$ cat config.mk
export PLATFORM = sky130hd
export DESIGN_NAME = ctrl_rx
export DESIGN_NICKNAME = d
export VERILOG_FILES = /design/src/rtl/ctrl_rx.sv
export SDC_FILE = /design/constraint.sdc
export NUM_CORES = 1
export LEC_CHECK = 0
export ABC_AREA = 1
export BUFFER_PORTS_ARGS = -buffer_cell sky130_fd_sc_hd__buf_2
export CORE_ASPECT_RATIO = 1.75
export CORE_UTILIZATION = 35
export CTS_CLUSTER_DIAMETER = 100
export DETAILED_ROUTE_END_ITERATION = 8
export GPL_ROUTABILITY_DRIVEN = 0
export SKIP_CTS_REPAIR_TIMING = 1
export SKIP_LAST_GASP = 1
export SLEW_MARGIN = 10
export SYNTH_ARGS = -nofsm -noshare
export SYNTH_HDL_FRONTEND = slang
export SYNTH_SLANG_ARGS = --single-unit
$ cat constraint.sdc
create_clock -name i_clk -period 4.4 [get_ports i_clk]
set_input_delay 1.32 -clock i_clk [delete_from_list [all_inputs] [get_ports i_clk]]
set_output_delay 1.32 -clock i_clk [all_outputs]
set_load 0.03 [all_outputs]
$ cat src/rtl/ctrl_rx.sv
// rtl/ctrl_rx.sv - OCS control-frame receiver: parses 64-bit AXIS slot-ID / sim-start frames
// and emits one-cycle event pulses plus held slot ID, timestamp and source MAC to the ToR scheduler.
`timescale 1ns/1ps
module ctrl_rx #(
    parameter logic [47:0] P_MY_MAC       = 48'h8D_BC_5C_4A_00_01,
    parameter logic [47:0] P_MAC_MASK     = 48'hFF_FF_FF_FF_00_00,
    parameter logic [15:0] P_SLOT_ID_TYPE = 16'hFF03,
    parameter logic [15:0] P_SIM_START    = 16'hFF0A,
    parameter int          P_PKT_LEN      = 8,
    parameter int          P_SLOT_W       = 1
) (
    input  logic                i_clk,
    input  logic                i_rst_n,
    input  logic                i_rx_axis_tvalid,
    input  logic [63:0]         i_rx_axis_tdata,
    input  logic                i_rx_axis_tlast,
    input  logic [7:0]          i_rx_axis_tkeep,
    input  logic                i_rx_axis_tuser,
    output logic                o_rx_axis_tready,
    output logic                o_new_slot_start,
    output logic                o_sim_start,
    output logic [P_SLOT_W-1:0] o_slot_id,
    output logic [63:0]         o_time_stamp,
    output logic [47:0]         o_src_mac,
    output logic                o_frame_err,
    output logic [15:0]         o_err_cnt
);

    localparam logic [3:0] LAST_IDX = 4'(P_PKT_LEN - 1);
    localparam logic [3:0] TS_IDX   = 4'd2;

    typedef enum logic [1:0] {
        S_IDLE,
        S_HDR,
        S_PAY,
        S_DROP
    } state_t;

    state_t state;
    state_t state_nxt;

    logic                acc;
    logic [3:0]          beat_cnt;
    logic                poison_beat;
    logic                poisoned_q;
    logic                dst_hi_ok;
    logic                dst_lo_ok;
    logic                type_ok;
    logic                err_nxt;
    logic                commit;
    logic [47:0]         src_q;
    logic [15:0]         type_q;
    logic [P_SLOT_W-1:0] slot_q;
    logic [63:0]         ts_q;
    logic [63:0]         ts_commit;

    assign acc         = i_rx_axis_tvalid & o_rx_axis_tready;
    assign poison_beat = (i_rx_axis_tkeep != 8'hFF) | i_rx_axis_tuser;

    // Only the bits selected by P_MAC_MASK take part in the address match
    assign dst_hi_ok = ((i_rx_axis_tdata[15:0]  ^ P_MY_MAC[47:32]) & P_MAC_MASK[47:32]) == 16'h0;
    assign dst_lo_ok = ((i_rx_axis_tdata[63:32] ^ P_MY_MAC[31:0])  & P_MAC_MASK[31:0])  == 32'h0;
    assign type_ok   = (i_rx_axis_tdata[31:16] == P_SLOT_ID_TYPE) |
                       (i_rx_axis_tdata[31:16] == P_SIM_START);

    // With a 3-beat frame the timestamp beat is also the final beat, so bypass the latch
    assign ts_commit = (beat_cnt == TS_IDX) ? i_rx_axis_tdata : ts_q;

    always_ff @(posedge i_clk or negedge i_rst_n) begin
        if (!i_rst_n) begin
            state <= S_IDLE;
        end else begin
            state <= state_nxt;
        end
    end

    always_comb begin
        state_nxt = state;
        err_nxt   = 1'b0;
        commit    = 1'b0;
        case (state)
            S_IDLE: begin
                if (acc) begin
                    if (!dst_hi_ok || poison_beat || i_rx_axis_tlast) begin
                        err_nxt   = 1'b1;
                        state_nxt = i_rx_axis_tlast ? S_IDLE : S_DROP;
                    end else begin
                        state_nxt = S_HDR;
                    end
                end
            end
            S_HDR: begin
                if (acc) begin
                    if (!dst_lo_ok || !type_ok || poison_beat || i_rx_axis_tlast) begin
                        err_nxt   = 1'b1;
                        state_nxt = i_rx_axis_tlast ? S_IDLE : S_DROP;
                    end else begin
                        state_nxt = S_PAY;
                    end
                end
            end
            S_PAY: begin
                if (acc) begin
                    if (i_rx_axis_tlast) begin
                        state_nxt = S_IDLE;
                        if (beat_cnt == LAST_IDX && !poisoned_q && !poison_beat) begin
                            commit = 1'b1;
                        end else begin
                            err_nxt = 1'b1;
                        end
                    end else if (beat_cnt == LAST_IDX) begin
                        err_nxt   = 1'b1;
                        state_nxt = S_DROP;
                    end
                end
            end
            S_DROP: begin
                if (acc && i_rx_axis_tlast) begin
                    state_nxt = S_IDLE;
                end
            end
            default: state_nxt = S_IDLE;
        endcase
    end

    always_ff @(posedge i_clk or negedge i_rst_n) begin
        if (!i_rst_n) begin
            o_rx_axis_tready <= 1'b0;
            beat_cnt         <= 4'd0;
            poisoned_q       <= 1'b0;
            src_q            <= 48'h0;
            type_q           <= 16'h0;
            slot_q           <= '0;
            ts_q             <= 64'h0;
        end else begin
            o_rx_axis_tready <= 1'b1;
            if (acc) begin
                beat_cnt <= i_rx_axis_tlast ? 4'd0 : beat_cnt + 4'd1;
            end
            // Payload poison is sticky and only reported once the frame length is known
            if (state != S_PAY) begin
                poisoned_q <= 1'b0;
            end else if (acc && poison_beat) begin
                poisoned_q <= 1'b1;
            end
            if (acc && state == S_IDLE) begin
                src_q <= i_rx_axis_tdata[63:16];
            end
            if (acc && state == S_HDR) begin
                type_q <= i_rx_axis_tdata[31:16];
                slot_q <= i_rx_axis_tdata[P_SLOT_W-1:0];
            end
            if (acc && state == S_PAY && beat_cnt == TS_IDX) begin
                ts_q <= i_rx_axis_tdata;
            end
        end
    end

    always_ff @(posedge i_clk or negedge i_rst_n) begin
        if (!i_rst_n) begin
            o_new_slot_start <= 1'b0;
            o_sim_start      <= 1'b0;
            o_slot_id        <= '0;
            o_time_stamp     <= 64'h0;
            o_src_mac        <= 48'h0;
            o_frame_err      <= 1'b0;
            o_err_cnt        <= 16'h0;
        end else begin
            o_new_slot_start <= commit && (type_q == P_SLOT_ID_TYPE);
            o_sim_start      <= commit && (type_q == P_SIM_START);
            o_frame_err      <= err_nxt;
            if (commit) begin
                o_slot_id    <= slot_q;
                o_time_stamp <= ts_commit;
                o_src_mac    <= src_q;
            end
            if (err_nxt && o_err_cnt != 16'hFFFF) begin
                o_err_cnt <= o_err_cnt + 16'd1;
            end
        end
    end

endmodule
==> metrics.csv, run 1 <==
stage;metric;value;unit
logic_synthesis;netlist_area;0.0113;mm²
logic_synthesis;synth_cells;1204;
placement;portBuffers;209;
floorplan;die_x;138;µm
floorplan;dieHeight;240;µm
power;leakagePower;0.00710;µW
layout;regArea;0.00673;mm²
logic_synthesis;yosysSeqAreaShare;59.4;%
setup_path;cp_max_fo;66;
outcome;status;finished clean;
run;cap_violations;0;
power;ir_worst_vdd;0.000300;V
global_routing;grt_pass1_vias;8260;
clock_tree;clockRootBuffer;clkbuf_16;
setup_path;worstSetupPathType;input port to flop;
timing;tns;0;ns
setup_path;worst_ep_arrival_time;3.03;ns
drt;detail-route-antenna-nets;0;
global_routing;grt_pass1_wl;44.1;mm
timing;post-route-period-util;59.4;%
drt;drt-pass1-iter-count;4;
floorplan;die_area;0.0331;mm²
timing;relSlewSlack;33.0;%
timing;period_needed;2.61;ns
global_routing;antenna_found_initial;1;
clock_tree;clock_path_buffers;3;
drt;first_iter_violations;352;
layout;fillers;3150;
drt;vias;8608;
floorplan;rows;86;
logic_synthesis;syn-num-nets;1289;
layout;multi_input_area;0.00392;mm²
layout;layout-drive-gt1-share;22.8;%
logic_synthesis;syn_avg_cell_area;9.41;µm²
timing;finalSetupViolations;0;
clock_tree;numClockSinks;269;
logic_synthesis;synth_cell_types;31;
layout;area_delta_synth_final;19.6;%
drt;drt_wl_total;27.4;mm
global_routing;grt.total_usage;16.5;%
clock_tree;htree_levels;1;
logic_synthesis;yosysWarnings;0;
timing;slew_violations;0;
global_routing;grt_start_max_net_pins;97;
clock_tree;clock_latency;0.54;ns
setup_path;start_kind;input port;
layout;n_antenna_cell;0;
drt;vias_per_cell;4.78;
clock_tree;tritoncts;built;
min_path;min_path_type;flop to flop;
global_routing;overflow;0;
setup_path;required;4.81;ns
timing;clock.fmax;0.383;GHz
clock_tree;clk_pin_slew;0.06;ns
layout;fin_util;42.8;%
layout;nets;1473;
floorplan;ioPinCount;210;
drt;drt_drc_violations_left;0;
setup_path;crit_path_end_kind;flop;
timing;worstMarginPinSlew;1.01;ns
placement;dp_hpwl;18.3;mm
drt;drt-wirelength-per-cell;15.2;µm
clock_tree;cts_buffers;27;
floorplan;start_util;35.8;%
power;p_per_area;499;mW/mm²
floorplan;fp.coreArea;0.0316;mm²
timing;rsz0062_at_grt;false;
timing;hold_violations;0;
logic_synthesis;ys_ff_latch;269;
timing;finalClockSkew;0.0203;ns
[stage by stage]
| stage | std cells | hold WS [ns] | total power (µW) | area (µm²) | setup WS [ns] |
|---|---|---|---|---|---|
| after floorplan | 1204 | 0.449 | 4160 | 11300 | 1.93 |
| final | 1802 | 0.479 | 6770 | 13600 | 1.79 |
| after CTS | 1802 | 0.483 | 6870 | 13600 | 1.74 |
| after global placement | 1755 | 0.463 | 4470 | 12700 | 1.17 |
| after detailed placement | 1755 | 0.468 | 4530 | 12700 | 1.18 |
| after global routing | 1802 | 0.499 | 7200 | 13600 | 1.48 |
[area by class of cell]
cell class	count	area share [%]
inverters	95	2.63
clock buffers	41	5.96
clock inverters	6	0.536
multi-input cells	774	28.9
flip-flops and latches	269	49.7
repair buffers	221	8.64
well taps	396	3.66
[synthesized netlist by cell type]
library cell	count	area, µm²
nor4_1	1	6.26
buf_2	18	90.1
nor3_1	9	45.0
ha_1	8	100
o21ai_1	16	80.1
buf_4	1	7.51
nand3_1	17	85.1
nand2_2	1	6.26
o221ai_1	1	8.76
nor2_2	3	18.8
clkbuf_2	2	10.0
xor2_1	5	43.8
xnor2_1	6	52.6
nand2_1	278	1040
conb_1	1	3.75
nor2_1	95	357
buf_1	3	11.3
nand2_4	1	11.3
clkbuf_8	1	13.8
nand4_1	23	144
mux2_2	49	552
o21ai_0	182	911
nor4_4	1	21.3
dfrtp_1	269	6730
nand3_2	1	10.0
inv_1	95	357
a21oi_1	74	370
clkbuf_1	32	120
o21a_1	1	7.51
buf_6	9	101
nor3_2	1	10.0
[cell usage in the layout (no fill, tap or decap), types with 2 or more instances in the layout]
| cell | synthesis | layout |
|---|---|---|
| nand2_1 | 278 | 277 |
| dfrtp_1 | 269 | 269 |
| buf_2 | 18 | 208 |
| o21ai_0 | 182 | 182 |
| inv_1 | 95 | 95 |
| nor2_1 | 95 | 95 |
| a21oi_1 | 74 | 74 |
| mux2_2 | 49 | 49 |
| clkbuf_16 | 0 | 27 |
| nand4_1 | 23 | 23 |
| nand3_1 | 17 | 16 |
| o21ai_1 | 16 | 16 |
| buf_4 | 1 | 10 |
| nor3_1 | 9 | 9 |
| ha_1 | 8 | 8 |
| clkbuf_8 | 1 | 8 |
| xnor2_1 | 6 | 6 |
| clkbuf_1 | 32 | 6 |
| xor2_1 | 5 | 5 |
| nor2_2 | 3 | 3 |
| clkinv_2 | 0 | 2 |
| buf_12 | 0 | 2 |
[metal layers]
| metal | global-route usage (%) | vias up | share of wire (%) |
|---|---|---|---|
| met5 | 0 | - | 0.037 |
| met4 | 6.49 | 2 | 3.0 |
| met3 | 2.31 | 44 | 4.0 |
| met2 | 29.3 | 184 | 52 |
| met1 | 20.2 | 4100 | 41 |
| li1 | - | 4278 | - |
[cell families after synthesis]
group / count (synthesis) / share of synthesized area [%]
adders and majority gates: 8 / 0.884
and+or+nand+nor: 431 / 15.5
DFF: 269 / 59.4
other: 1 / 0.0331
xor gates and xnor gates: 11 / 0.850
buffers and inverters: 161 / 6.27
AOI/OAI and AO/OA: 274 / 12.2
muxes: 49 / 4.87
[worst max-delay path, stage by stage]
cell and delay, ns:
buf_2 0.07, nand2_1 0.04, nor2_1 0.07, nand4_1 0.20
nor2_2 0.28, nand2_8 0.30, buf_4 0.39, mux2_2 0.32
[where the power goes]
group	leakage (µW)	internal, µW	switching, µW
Sequential	0.00363	3010	306
Combinational	0.00305	426	726
Clock	0.000431	1320	973
[sequential cells by signal (all words and copies together), names as in the netlist, 2 cells and up]
| register | cells |
|---|---|
| beat_cnt | 4 |
| o_time_stamp | 64 |
| type_q | 16 |
| src_q | 48 |
| o_src_mac | 48 |
| o_err_cnt | 16 |
| state | 2 |
| ts_q | 64 |
[path summary, 6_finish.rpt]
path / slack, ns / start / to / depth (start not counted)
worst max-delay path: 1.79 / i_rx_axis_tkeep[6] / o_src_mac[6] / 8
worst min-delay path: 0.48 / src_q[15] / src_q[15] / 2
worst max register to register: 1.92 / beat_cnt[0] / o_time_stamp[51] / 7
worst min register to register: 0.48 / src_q[15] / src_q[15] / 2
max in group asynchronous: 2.69 / i_rst_n / o_src_mac[47] / 2
min in group asynchronous: 0.83 / i_rst_n / o_src_mac[9] / 1
Power figures use the tool's default switching activity.
==> inputs of run 2 (changes only) <==
--- a/config.mk
+++ b/config.mk
@@ -5,7 +5,7 @@
 export SDC_FILE = /design/constraint.sdc
 export NUM_CORES = 1
 export LEC_CHECK = 0
-export ABC_AREA = 1
+export ABC_AREA = 0
 export BUFFER_PORTS_ARGS = -buffer_cell sky130_fd_sc_hd__buf_2
 export CORE_ASPECT_RATIO = 1.75
 export CORE_UTILIZATION = 35
==> constraint.sdc (replaced) <==
create_clock -name i_clk -period 2.2 [get_ports i_clk]
set_input_delay 0.66 -clock i_clk [delete_from_list [all_inputs] [get_ports i_clk]]
set_output_delay 0.66 -clock i_clk [all_outputs]
set_load 0.03 [all_outputs]
==> run 2 against run 1 <==
Highest routed layer is now met4. Combinational power increased by 110%. Wire length increased by 3.1%. Critical path type is now flop to flop. Critical path depth decreased by 1. Sequential power increased by 95%. Via count decreased by 8.3%. Utilization increased by 3.4 points.
==> metrics.csv, run 2 <==
stage;metric;value;unit;change
outcome;status;finished clean;;unchanged
drt;drt-pass1-iter-count;4;;unchanged
logic_synthesis;synth.top_cell.area_share;60.1;%;was 59.4%
timing;finalClockSkew;0.0183;ns;was 0.0203 ns
setup_path;crit_family;simple AND/OR/NAND/NOR gates;;unchanged
setup_path;reg2reg_to;o_err_cnt[1];;was o_time_stamp[51]
setup_path;max_stage_delay;0.48;ns;was 0.39 ns
layout;n_antenna_cell;0;;unchanged
logic_synthesis;synth_ff_type;dfrtp_1;;unchanged
logic_synthesis;syn-num-nets;1022;;was 1,289
clock_tree;clockRootBuffer;clkbuf_16;;unchanged
setup_path;rr_startpoint;beat_cnt[0];;unchanged
timing;period_needed;2.13;ns;
logic_synthesis;yosysSeqAreaShare;60.1;%;was 59.4%
drt;drt_drc_violations_left;0;;unchanged
logic_synthesis;synth_commonest_cells;dfrtp_1, nand2_1, mux2_2, o21ai_0, mux2i_1;;was nand2_1, dfrtp_1, o21ai_0, inv_1, nor2_1
floorplan;fp.coreArea;0.0315;mm²;was 0.0316 mm²
timing;slew_violations;0;;unchanged
clock_tree;tritoncts;built;;unchanged
layout;finish.instance_area;0.0146;mm²;was 0.0136 mm²
power;pwr-share-comb;17.6;%;was 17.0%
setup_path;start_kind;flop;;was input port
floorplan;rows;86;;unchanged
timing;clock.fmax;0.469;GHz;
timing;holdWs;0.0161;ns;was 0.479 ns
timing;tns;0;ns;unchanged
timing;finalSetupViolations;0;;unchanged
layout;final_common_cell;dfrtp_1;;was nand2_1
clock_tree;numClockSinks;269;;unchanged
setup_path;slowest_stage;a221o_2;;was buf_4
logic_synthesis;yosys-top-cells-area;dfrtp_1, mux2_2, nand2_1, mux2i_1, o21ai_0;;was dfrtp_1, nand2_1, o21ai_0, mux2_2, a21oi_1
floorplan;ioPinCount;210;;unchanged
setup_path;required;2.63;ns;was 4.81 ns
layout;fin_util;46.2;%;was 42.8%
timing;hold_violations;0;;unchanged
setup_path;worstSetupPathType;flop to flop;;was input port to flop
clock_tree;clk_pin_slew;0.07;ns;was 0.06 ns
logic_synthesis;synth.most_common_cell;dfrtp_1;;was nand2_1
logic_synthesis;ys_ff_latch;269;;unchanged
floorplan;die_x;137;µm;was 138 µm
setup_path;cp_max_fo;8;;was 66
clock_tree;cts_buffers;26;;was 27
power;p_switching;3560;µW;was 2000 µW
drt;vias_per_cell;4.82;;was 4.78
timing;relSlewSlack;62.9;%;was 33.0%
min_path;min_path_type;input port to asynchronous set/reset pin;;was flop to flop
power;intPower;10200;µW;was 4760 µW
power;seqPwrFrac;47.1;%;was 49.0%
power;swShare;25.9;%;was 29.6%
global_routing;grt_pass1_vias;8031;;was 8,260
layout;nets;1307;;was 1,473
global_routing;grt_pass1_wl;43.5;mm;was 44.1 mm
drt;vias;7894;;was 8,608
drt;drt-wirelength-per-cell;17.2;µm;was 15.2 µm
clock_tree;clock_path_buffers;3;;unchanged
setup_path;crit_path_end_kind;flop;;unchanged
power;leakagePower;0.00728;µW;was 0.00710 µW
clock_tree;htree_levels;1;;unchanged
drt;first_iter_violations;280;;was 352
layout;area_delta_synth_final;30.3;%;was 19.6%
layout;fillers;2976;;was 3,150
global_routing;overflow;0;;unchanged
placement;place_area;0.0135;mm²;was 0.0127 mm²
layout;regArea;0.00673;mm²;about the same
global_routing;grt_start_max_net_pins;71;;was 97
drt;drt_wl_total;28.2;mm;was 27.4 mm
logic_synthesis;synth-edff-count;0;;unchanged
floorplan;dieHeight;239;µm;was 240 µm
logic_synthesis;netlist_area;0.0112;mm²;was 0.0113 mm²
layout;layout-drive-gt1-share;42.1;%;was 22.8%
layout;top_regs;o_time_stamp (64), ts_q (64);;unchanged
drt;detail-route-antenna-nets;0;;unchanged
power;p_per_area;941;mW/mm²;was 499 mW/mm²
layout;multi_input_area;0.00439;mm²;was 0.00392 mm²
power;power_frac_clock;35.4;%;was 33.9%
logic_synthesis;yosysWarnings;0;;unchanged
layout;mostFrequentLayoutCells;dfrtp_1, nand2_1, buf_2;;was nand2_1, dfrtp_1, buf_2
floorplan;start_util;35.5;%;was 35.8%
setup_path;cp_num_buf_inv;0;;was 2
logic_synthesis;synth_cells;937;;was 1,204
run;cap_violations;0;;unchanged
placement;portBuffers;209;;unchanged
floorplan;die_area;0.0327;mm²;was 0.0331 mm²
global_routing;grt.total_usage;17.4;%;was 16.5%
placement;dp_hpwl;19.9;mm;was 18.3 mm
setup_path;crit_chain;ha_2, and3b_1, nand4_1, a21oi_2, a221o_2, nor3b_4, mux2_4;;was buf_2, nand2_1, nor2_1, nand4_1, nor2_2, nand2_8, buf_4, mux2_2
global_routing;antenna_found_initial;0;;was 1
setup_path;worst_ep_arrival_time;2.57;ns;was 3.03 ns
power;ir_worst_vdd;0.000714;V;was 0.000300 V
logic_synthesis;syn_avg_cell_area;11.9;µm²;was 9.41 µm²
logic_synthesis;yosys.area.top_type;dfrtp_1;;unchanged
timing;worstMarginPinSlew;0.552;ns;was 1.01 ns
clock_tree;clock_latency;0.55;ns;was 0.54 ns
setup_path;rr_worst_depth;7;;unchanged
logic_synthesis;synthArstFlopShare;100;%;unchanged
logic_synthesis;synth_cell_types;51;;was 31
timing;post-route-period-util;97.0;%;
setup_path;r2r_setup_slack;0.07;ns;was 1.92 ns
==> run 2: worst register-to-register path: cells and delay by family (launching register included) <==
family,cells,cell delay [ns]
AND/OR/NAND/NOR,3,0.56
AO/OA/AOI/OAI,2,0.56
flip-flops,1,0.39
multiplexers,1,0.32
adder cells (fa/ha/maj),1,0.20
==> run 2: how the worst max path moves through the flow <==
stage | slack (ns) | start | to | cells after the start
after CTS | -0.12 | beat_cnt[0] | o_err_cnt[11] | 8
after global placement | -0.56 | i_rx_axis_tkeep[7] | o_err_cnt[10] | 8
after global routing | -0.03 | beat_cnt[0] | o_err_cnt[1] | 7
after floorplan | -0.15 | i_rx_axis_tdata[63] | o_err_cnt[1] | 6
after detailed placement | -0.57 | i_rx_axis_tkeep[7] | o_err_cnt[11] | 8
final | 0.07 | beat_cnt[0] | o_err_cnt[1] | 7
==> run 2: logic make-up (layout without fill, tap and decap cells) <==
logic type	Yosys count	after routing	synth area share, %
buffers and inverters	56	361	2.18
other	1	1	0.0335
DFF	269	269	60.1
AOI/OAI and AO/OA	80	80	3.82
xor gates and xnor gates	15	15	1.17
muxes	196	196	19.0
adders and majority gates	8	8	0.894
and+or+nand+nor	312	312	12.7
==> run 2: power groups by stage <==
stage          Combinational, µW  Clock, µW  Sequential [µW]
4_1_cts                     2360       5000             6450
3_3_place_gp                2280          0             6490
6_report                    2410       4850             6460
2_1_floorplan               1470          0             6500
3_5_place_dp                2350          0             6540
5_1_grt                     2640       5180             6580
==> run 2: layout make-up <==
type / count / share of cell area [%]
repair buffers: 308 / 13.8
clock inverters: 13 / 1.20
inverters: 5 / 0.129
well taps: 396 / 3.40
multi-input cells: 612 / 30.1
flip-flops and latches: 269 / 46.2
clock buffers: 35 / 5.18
==> run 2: routing by layer <==
metal	vias up	wire length [µm]	global-route usage [%]
met5	-	0	0
met4	0	1170	8.16
met3	48	1110	2.67
met2	179	15000	31.7
met1	3889	11000	19.4
li1	3778	-	-
==> run 2: stage by stage <==
stage,instances,worst slack [ns],power [µW]
finish,1638,0.0670,13700
global route,1638,-0.0321,14400
CTS,1635,-0.121,13800
detailed placement,1587,-0.568,8880
global placement,1587,-0.562,8760
floorplan,937,-0.148,7970
==> inputs of run 3 (changes only) <==
--- a/config.mk
+++ b/config.mk
@@ -8,7 +8,9 @@
 export ABC_AREA = 0
 export BUFFER_PORTS_ARGS = -buffer_cell sky130_fd_sc_hd__buf_2
 export CORE_ASPECT_RATIO = 1.75
+export CORE_MARGIN = 2
 export CORE_UTILIZATION = 35
+export CTS_BUF_LIST = sky130_fd_sc_hd__clkbuf_4 sky130_fd_sc_hd__clkbuf_8
 export CTS_CLUSTER_DIAMETER = 100
 export DETAILED_ROUTE_END_ITERATION = 8
 export GPL_ROUTABILITY_DRIVEN = 0
==> run 3 against run 2 <==
Final cell count up 1.8%. Worst hold slack better by 0.35 ns. Via count up 1.7%. Flip-flop and latch count unchanged. Critical path depth up 2. Cell area up 0.34%. Register-to-register slack about the same. Wire length up 1.9%. Non-clock buffer count up 1. Global-route usage down 0.43 points. Sequential share of layout area down 0.17 points.
==> metrics.csv, run 3 (synthesis results as in run 2) <==
stage;metric;value;unit;change
outcome;status;finished clean;;unchanged
clock_tree;tritoncts;built;;unchanged
floorplan;die_area;0.0335;mm²;was 0.0327 mm²
setup_path;start_kind;flop;;unchanged
layout;area_delta_synth_final;30.7;%;was 30.3%
global_routing;use_met3;2.76;%;was 2.67%
setup_path;cp_max_fo;7;;was 8
drt;detail-route-antenna-nets;0;;unchanged
timing;clock.fmax;0.469;GHz;about the same
layout;nets;1324;;was 1,307
floorplan;die_x;139;µm;was 137 µm
drt;drt_wl_total;28.8;mm;was 28.2 mm
global_routing;grt.busiest_layer;met2;;unchanged
global_routing;grt.total_usage;17.0;%;was 17.4%
power;p_switching;3590;µW;was 3560 µW
power;intPower;10100;µW;was 10,200 µW
drt;vias_per_cell;4.81;;was 4.82
timing;relSlewSlack;66.2;%;was 62.9%
global_routing;antenna_found_initial;1;;was 0
clock_tree;clock_latency;0.56;ns;was 0.55 ns
global_routing;grt_start_max_net_pins;70;;was 71
power;leakagePower;0.00734;µW;was 0.00728 µW
clock_tree;cts_buffers;42;;was 26
placement;portBuffers;209;;unchanged
clock_tree;numClockSinks;269;;unchanged
timing;finalClockSkew;0.0196;ns;was 0.0183 ns
timing;worst_slack;0.0671;ns;was 0.0670 ns
timing;finalSetupViolations;0;;unchanged
global_routing;gr-usage-met2;31.2;%;was 31.7%
global_routing;grt_use_met1;19.9;%;was 19.4%
placement;place_ws;-0.508;ns;was -0.568 ns
global_routing;grt_pass1_vias;8211;;was 8,031
power;seqPwrFrac;47.1;%;about the same
drt;drt_drc_violations_left;0;;unchanged
global_routing;grt_pass1_wl;44.8;mm;was 43.5 mm
min_path;min_path_type;input port to flop;;was input port to asynchronous set/reset pin
drt;drt-wirelength-per-cell;17.2;µm;about the same
timing;post-route-period-util;96.9;%;was 97.0%
drt;vias;8026;;was 7,894
layout;final_common_cell;dfrtp_1;;unchanged
setup_path;worstSetupPathType;flop to flop;;unchanged
floorplan;ioPinCount;210;;unchanged
timing;hold_violations;0;;unchanged
clock_tree;clock_path_buffers;3;;unchanged
power;total_power;13700;µW;about the same
drt;first_iter_violations;254;;was 280
timing;worstMarginPinSlew;0.503;ns;was 0.552 ns
power;ir_worst_vdd;0.000518;V;was 0.000714 V
timing;rsz0062_at_grt;true;;
placement;dp_hpwl;20.0;mm;was 19.9 mm
clock_tree;clk_pin_slew;0.07;ns;about the same
setup_path;required;2.69;ns;was 2.63 ns
run;cap_violations;0;;unchanged
layout;mostFrequentLayoutCells;dfrtp_1, nand2_1, buf_2;;unchanged
power;p_per_area;936;mW/mm²;was 941 mW/mm²
setup_path;worst_ep_arrival_time;2.63;ns;was 2.57 ns
floorplan;dieHeight;241;µm;was 239 µm
power;pwr-share-comb;18.1;%;was 17.6%
floorplan;rows;86;;unchanged
layout;top_regs;o_time_stamp (64), ts_q (64);;unchanged
global_routing;overflow;0;;unchanged
timing;holdWs;0.362;ns;was 0.0161 ns
floorplan;start_util;35.5;%;unchanged
layout;layout-drive-gt1-share;43.2;%;was 42.1%
power;swShare;26.3;%;was 25.9%
power;power_frac_clock;34.8;%;was 35.4%
floorplan;fp.coreArea;0.0315;mm²;unchanged
timing;period_needed;2.13;ns;about the same
clock_tree;htree_levels;2;;was 1
timing;slew_violations;0;;unchanged
drt;drt-pass1-iter-count;4;;unchanged
setup_path;crit_path_end_kind;flop;;unchanged
clock_tree;clockRootBuffer;clkbuf_8;;was clkbuf_16
run 3: changes by cell type in the layout (fill, tap and decap cells not counted), moves of 2 or more:
cell and change:
clkinvlp_4 -2, nor3_1 +3, bufinv_16 -3, clkinv_2 -3, clkbuf_16 -27, nor3_2 -3, clkbuf_8 +58, clkbuf_4 +8
nor4_4 +2, nor4_1 -2, clkbuf_1 -3
run 3: final cells by class:
type / count / area, µm²
Sequential cell: 269 / 6730
Timing Repair Buffer: 309 / 2010
Clock buffer: 71 / 927
Clock inverter: 5 / 55.1
Antenna cell: 1 / 2.50
Inverter: 5 / 18.8
Tap cell: 396 / 495
Fill cell: 2984 / 16900
Multi-Input combinational cell: 612 / 4390
run 3: power by group through the flow:
stage / clock, µW / sequential [µW] / combinational [µW]
floorplan: 0 / 6500 / 1470
global placement: 0 / 6480 / 2300
detailed placement: 0 / 6530 / 2360
CTS: 4930 / 6440 / 2360
global route: 5140 / 6570 / 2710
finish: 4770 / 6450 / 2470
run 3: through the flow:
| step | instances | TNS (ns) | cell area, µm² | utilization, % |
|---|---|---|---|---|
| after CTS | 1662 | -0.514 | 14500 | 45.9 |
| final | 1668 | 0 | 14600 | 46.4 |
| after detailed placement | 1586 | -8.71 | 13500 | 42.8 |
| after global routing | 1668 | -0.0802 | 14600 | 46.4 |
| after global placement | 1586 | -7.26 | 13500 | 42.8 |
| after floorplan | 937 | -1.56 | 11200 | - |
run 3: critical path, stage by stage, from the launching register on:
cell and delay, ns:
dfrtp_1 0.40, inv_2 0.12, buf_12 0.11, ha_4 0.19, nor2_2 0.11, a21oi_1 0.06, a221o_2 0.45, buf_6 0.18
nor4_4 0.29, xor2_1 0.16
run 3: path summary, 6_finish.rpt:
kind | start | end | slack, ns | cells past startpoint
setup reg to reg | state[0] | o_err_cnt[9] | 0.07 | 9
min in group asynchronous | i_rst_n | o_time_stamp[27] | 0.59 | 2
hold / removal | i_rx_axis_tdata[6] | ts_q[6] | 0.36 | 2
hold reg to reg | type_q[0] | o_sim_start | 0.44 | 1
setup / recovery | state[0] | o_err_cnt[9] | 0.07 | 9
max in group asynchronous | i_rst_n | o_time_stamp[44] | 0.98 | 3
run 3: metal layers:
layer  up-vias  part of all wire (%)
met1      3987                    40
met3        45                   3.8
li1       3813                     -
met4         0                   2.6
met2       181                    54
met5         -                     0
